### config.mk
export PLATFORM = sky130hd
export DESIGN_NAME = formula_2_result_buffer
export DESIGN_NICKNAME = d
export VERILOG_FILES = /design/src/rtl/formula_2_result_buffer.sv
export SDC_FILE = /design/constraint.sdc
export NUM_CORES = 2
export LEC_CHECK = 0
export CORE_AREA = 5 5 583 297
export DETAILED_ROUTE_END_ITERATION = 7
export DIE_AREA = 0 0 588 302
export PLACE_DENSITY_LB_ADDON = 0.05
export SYNTH_ARGS = -nofsm -noshare
export SYNTH_HDL_FRONTEND = slang
export SYNTH_SLANG_ARGS = --single-unit
### constraint.sdc
create_clock -name clk -period 4.1 [get_ports clk]
set_input_delay 0.82 -clock clk [delete_from_list [all_inputs] [get_ports clk]]
set_output_delay 0.82 -clock clk [all_outputs]
set_load 0.1 [all_outputs]
### src/rtl/formula_2_result_buffer.sv
// -----------------------------------------------------------------------------
// formula_2_result_buffer
//
// Purpose:
//   Consumer-side buffer for the non-stallable formula_2 pipeline. Results that
//   arrive on res_vld/res are stored in a circular FIFO and presented on a
//   valid/ready interface. A credit counter (in_flight) tracks arguments issued
//   into the pipe but not yet popped, so upstream only launches an argument
//   when a result slot is guaranteed.
//
// Ports:
//   clk, rst_n   clock (posedge) and asynchronous active-low reset
//   arg_issue    pulse: an argument set enters the formula pipe this cycle
//   can_issue    credit available (in_flight < DEPTH)
//   res_vld/res  result strobe and data from the formula pipe
//   out_vld      FIFO not empty
//   out_data     head-of-FIFO result (0 while empty)
//   out_rdy      consumer ready; a pop happens on out_vld & out_rdy
//   in_flight    issued-but-not-popped count
//   overflow     sticky protocol-violation flag, cleared only by reset
//   res_count    delivered-result counter
//
// Configuration:
//   FORMULA_RES_BUF_STATS_EN  when defined, res_count counts pops (wrapping);
//                             when undefined, res_count is tied to 0.
// -----------------------------------------------------------------------------
module formula_2_result_buffer #(
    parameter int WIDTH = 32,
    parameter int DEPTH = 64
) (
    input  logic                       clk,
    input  logic                       rst_n,
    input  logic                       arg_issue,
    output logic                       can_issue,
    input  logic                       res_vld,
    input  logic [WIDTH-1:0]           res,
    output logic                       out_vld,
    output logic [WIDTH-1:0]           out_data,
    input  logic                       out_rdy,
    output logic [$clog2(DEPTH+1)-1:0] in_flight,
    output logic                       overflow,
    output logic [31:0]                res_count
);

    localparam int PTR_W = $clog2(DEPTH);
    localparam int CNT_W = $clog2(DEPTH + 1);
    localparam logic [PTR_W-1:0] PTR_LAST = PTR_W'(DEPTH - 1);
    localparam logic [CNT_W-1:0] CNT_FULL = CNT_W'(DEPTH);

    logic [WIDTH-1:0] mem [DEPTH];

    logic [PTR_W-1:0] wr_ptr_q, wr_ptr_d;
    logic [PTR_W-1:0] rd_ptr_q, rd_ptr_d;
    logic [CNT_W-1:0] count_q, count_d;
    logic [CNT_W-1:0] in_flight_q, in_flight_d;
    logic             overflow_q, overflow_d;

    logic empty, full, pop, push, issue_ok, dec;

    // Wrap at DEPTH-1 so non-power-of-two depths work.
    function automatic logic [PTR_W-1:0] ptr_inc(input logic [PTR_W-1:0] p);
        return (p == PTR_LAST) ? '0 : p + 1'b1;
    endfunction

    assign empty     = (count_q == '0);
    assign full      = (count_q == CNT_FULL);
    assign pop       = !empty && out_rdy;
    // A push on full is accepted only when the same-cycle pop frees the slot.
    assign push      = res_vld && (!full || pop);
    assign can_issue = (in_flight_q < CNT_FULL);
    assign issue_ok  = arg_issue && can_issue;
    // Guard against underflow if results ever arrive without a matching issue.
    assign dec       = pop && (in_flight_q != '0);

    always_comb begin
        wr_ptr_d    = wr_ptr_q;
        rd_ptr_d    = rd_ptr_q;
        count_d     = count_q;
        in_flight_d = in_flight_q;
        overflow_d  = overflow_q;

        if (push) wr_ptr_d = ptr_inc(wr_ptr_q);
        if (pop)  rd_ptr_d = ptr_inc(rd_ptr_q);

        case ({push, pop})
            2'b10:   count_d = count_q + 1'b1;
            2'b01:   count_d = count_q - 1'b1;
            default: count_d = count_q;
        endcase

        case ({issue_ok, dec})
            2'b10:   in_flight_d = in_flight_q + 1'b1;
            2'b01:   in_flight_d = in_flight_q - 1'b1;
            default: in_flight_d = in_flight_q;
        endcase

        if ((arg_issue && !can_issue) || (res_vld && full && !pop))
            overflow_d = 1'b1;
    end

    always_ff @(posedge clk or negedge rst_n) begin
        if (!rst_n) begin
            wr_ptr_q    <= '0;
            rd_ptr_q    <= '0;
            count_q     <= '0;
            in_flight_q <= '0;
            overflow_q  <= 1'b0;
        end else begin
            wr_ptr_q    <= wr_ptr_d;
            rd_ptr_q    <= rd_ptr_d;
            count_q     <= count_d;
            in_flight_q <= in_flight_d;
            overflow_q  <= overflow_d;
        end
    end

    // Storage array carries data only; validity is tracked by count_q.
    always_ff @(posedge clk) begin
        if (push) mem[wr_ptr_q] <= res;
    end

    assign out_vld   = !empty;
    // Masked while empty so out_data reads 0 under reset and never shows stale data.
    assign out_data  = empty ? '0 : mem[rd_ptr_q];
    assign in_flight = in_flight_q;
    assign overflow  = overflow_q;

`ifdef FORMULA_RES_BUF_STATS_EN
    logic [31:0] res_count_q, res_count_d;

    always_comb begin
        res_count_d = res_count_q + 32'(pop);
    end

    always_ff @(posedge clk or negedge rst_n) begin
        if (!rst_n) res_count_q <= '0;
        else        res_count_q <= res_count_d;
    end

    assign res_count = res_count_q;
`else
    assign res_count = '0;
`endif

endmodule

==> flow_summary.json <==
{
  "synth_seq_cells": 2075,
  "timing_worst_slew_pin_value_ns": 1.33,
  "final.setup.worst_slack_ns": -0.344,
  "number_of_nets_with_antenna_violations_after_routing": 0,
  "timing.critical_path.slowest_stage_cell": "sky130_fd_sc_hd__mux4_2",
  "io_pins": 111,
  "cts_hold_buf": 0,
  "detailroute.wirelength.met3_mm": 23.5,
  "drt_iter0_drc": 4961,
  "dpl.hpwl_mm": 134,
  "mostFrequentLayoutCell": "sky130_fd_sc_hd__edfxtp_1",
  "htree_levels": 4,
  "clk_latency_ns": 0.83,
  "highest_layer": "met4",
  "drcViolationCount": 0,
  "unrepaired_setup_endpoints_after_global_routing": "true",
  "clock-root-buffer": "sky130_fd_sc_hd__clkbuf_16",
  "fin_nets": 4045,
  "worst_hold_path_type": "input pin to async pin",
  "final_max_slew_viol_count": 0,
  "most-common-layout-cells": "sky130_fd_sc_hd__edfxtp_1, sky130_fd_sc_hd__mux4_2, sky130_fd_sc_hd__buf_4, sky130_fd_sc_hd__clkbuf_16, sky130_fd_sc_hd__buf_12",
  "synth.yosys.seq_area_share_pct": 77.8,
  "antenna_violations_before_repair": 3,
  "total_vias_in_the_final_route": 40900,
  "post_drt_via_cell_ratio": 6.43,
  "initial_core_util_pct": 47.5,
  "row_count": 107,
  "grt_first_pass_wirelength_mm": 322,
  "gpl.final_weighted_congestion": 0.791,
  "power.static_leakage_nw": 30.0,
  "cts_buffers": 189,
  "start_kind": "register",
  "floorplan_die_height_um": 302,
  "buffer_ports.inserted": 78,
  "layout_worst_path_cycle_share_pct": 108,
  "status": "finished, violations left",
  "route.layer.met1.wl_mm": 105,
  "max-slew-margin-rel_pct": 11.1,
  "grtUsageTotal_pct": 26.0,
  "worstSetupEndpointType": "primary output",
  "post_synth_num_cell_types": 55,
  "final.hold.worst_slack_ns": 0.500,
  "violations": "setup timing",
  "report.final.hold_viol_count": 0,
  "post_cts_clock_slew_at_the_launch_and_capture_registers_of_the_worst_setup_and_hold_paths_ns": 0.07,
  "fin_util_pct": 56.6,
  "required_ns": 3.28,
  "cts_tree": "built",
  "synth_cells": 3519,
  "synth-warning-count": 0,
  "tritoncts_num_sinks": 2075,
  "synthArstFlopShare_pct": 1.30,
  "via_count_of_the_first_global_routing_pass": 40300,
  "wl_per_cell_um": 36.6,
  "syn_avg_cell_area_um2": 22.7,
  "setup_violations": 32,
  "cellPowerDensity_nw_per_um2": 714,
  "layout-area-overhead-vs-synth_pct": 19.2,
  "worstPathArrival_ns": 3.62,
  "core_region_area_um2": 168000,
  "finClkSkew_ns": 0.0357,
  "vdd.ir_drop.worst_mv": 1.29,
  "filler_cell_count_in_the_final_layout": 12200,
  "post_synth_edffs": 2048,
  "fin_crit_ns": 4.44,
  "fp.dieArea_um2": 178000,
  "crit_path_max_incr_delay_ns": 0.57,
  "max_clock_freq_mhz": 225,
  "fp.dieW_um": 588,
  "cells_along_the_critical_path": "buf_12, buf_16, buf_16, buf_12, buf_16, mux4_2, mux4_2, nor2_4, a21oi_4, buf_12",
  "globalRouteOverflowTotal": 0,
  "wl_mm": 233,
  "post_route_cells_drive_above_1_share_pct": 36.2,
  "maxCapViolCount": 0,
  "cts-root-to-sink-buffers": 4,
  "synthesis.area_um2": 79900,
  "met2_wirelength_mm": 101,
  "synth-main-ff-cell": "sky130_fd_sc_hd__edfxtp_1",
  "maximum_number_of_pins_on_one_net_before_global_route_repair": 69,
  "path_class": "register to primary output",
  "timing.critical_path.fanout_max": 8,
  "finalPower_w": 0.0679,
  "firstDrtPassIters": 6
}
[report_power, final]
group	leakage [nW]	switching, W	internal, W	total (W)
clock	2.90	0.00767	0.00982	0.0175
sequential	18.7	0.000450	0.0242	0.0246
combinational	8.33	0.0152	0.0106	0.0258
[state kept, by name, summed over array words and instances (netlist names)]
signal / flops
in_flight: 7
rd_ptr_q: 6
mem: 2048
count_q: 7
wr_ptr_q: 6
overflow: 1
[cell families after synthesis]
logic type | after synthesis | share of synthesized area, %
xor+xnor | 15 | 0.164
compound gates | 302 | 2.70
flops | 2075 | 77.8
mux | 609 | 15.8
simple gates | 279 | 1.68
other cells | 1 | 0.00469
fa+ha+maj | 10 | 0.166
buf+inv | 228 | 1.65
[what timing repair did]
action	4_1_cts	5_1_grt
gates cloned	13	8
setup endpoints to repair	32	32
buffers inserted	55	45
resized for setup	192	73
pin swaps	27	38
[cell type report]
class | instances | area, µm² | share of cell area (%)
Tap cell | 2234 | 2800 | 2.94
Antenna cell | 2 | 5.00 | 0.00526
Inverter | 10 | 37.5 | 0.0394
Sequential cell | 2075 | 62200 | 65.3
Timing Repair Buffer | 475 | 6130 | 6.44
Multi-Input combinational cell | 1247 | 18100 | 19.0
Clock buffer | 223 | 4940 | 5.19
Clock inverter | 102 | 998 | 1.05
[cells in the mapped netlist (6+ instances only)]
cell type                  instances  area share, %
sky130_fd_sc_hd__edfxtp_1       2048             77
sky130_fd_sc_hd__mux4_2          519             15
sky130_fd_sc_hd__nor2_1           96           0.45
sky130_fd_sc_hd__buf_4            75           0.70
sky130_fd_sc_hd__mux2i_1          72           0.90
sky130_fd_sc_hd__clkbuf_1         70           0.33
sky130_fd_sc_hd__a22oi_1          62           0.58
sky130_fd_sc_hd__nand2_1          51           0.24
sky130_fd_sc_hd__a21oi_1          43           0.27
sky130_fd_sc_hd__a211oi_1         38           0.36
sky130_fd_sc_hd__buf_2            32           0.20
sky130_fd_sc_hd__o22ai_1          32           0.25
sky130_fd_sc_hd__nor2b_1          28           0.22
sky130_fd_sc_hd__dfrtp_1          27           0.85
sky130_fd_sc_hd__a221oi_1         26           0.29
sky130_fd_sc_hd__nand3_1          26           0.16
sky130_fd_sc_hd__a22o_1           25           0.27
sky130_fd_sc_hd__buf_1            22           0.10
sky130_fd_sc_hd__nor3_1           21           0.13
sky130_fd_sc_hd__buf_6            19           0.27
sky130_fd_sc_hd__mux2_2           18           0.25
sky130_fd_sc_hd__o21ai_0          15          0.094
sky130_fd_sc_hd__o221ai_1         14           0.15
sky130_fd_sc_hd__inv_1            10          0.047
sky130_fd_sc_hd__nand2b_1         10          0.078
sky130_fd_sc_hd__o21ai_1          10          0.063
sky130_fd_sc_hd__or3_1            10          0.078
sky130_fd_sc_hd__ha_1              9           0.14
sky130_fd_sc_hd__nand3b_1          8          0.075
sky130_fd_sc_hd__xnor2_1           8          0.088
sky130_fd_sc_hd__xor2_1            7          0.077
sky130_fd_sc_hd__nand4_1           6          0.047
sky130_fd_sc_hd__or4_1             6          0.056
[metrics by stage]
| stage | worst slack (ns) | area [µm²] | TNS (ns) | instances |
|---|---|---|---|---|
| 2_1_floorplan | -0.243 | 80200 | -1.63 | 3550 |
| 3_3_place_gp | 0.198 | 86400 | 0 | 5920 |
| 3_5_place_dp | 0.193 | 86400 | 0 | 5920 |
| 4_1_cts | -0.398 | 94200 | -9.87 | 6313 |
| 5_1_grt | -0.412 | 95200 | -10.95 | 6366 |
| 6_report | -0.344 | 95200 | -7.92 | 6368 |
[routing by layer]
metal / vias up / GRT usage [%]
met3: 279 / 5.89
li1: 16000 / -
met4: 0 / 4.60
met5: - / 0
met2: 2186 / 37.4
met1: 22500 / 41.6
[worst max-delay path, delay by kind of cell (launching register included)]
family                 cells  cell delay, ns
AOI/OAI and AO/OA          1            0.09
buffers and inverters      6            0.95
DFF                        1            0.46
muxes                      2            1.10
and+or+nand+nor            1            0.16
[worst paths after layout]
check,start,endpoint,slack (ns),cells past startpoint
setup / recovery,rd_ptr_q[0],out_data[27],-0.34,10
hold / removal,rst_n,rd_ptr_q[4],0.50,1
setup reg to reg,count_q[4],in_flight[6],0.47,14
hold reg to reg,overflow,overflow,0.50,2
max in group asynchronous,rst_n,count_q[4],2.87,2
min in group clk,overflow,overflow,0.50,2
Note: power is estimated with default switching activity, not from simulation.
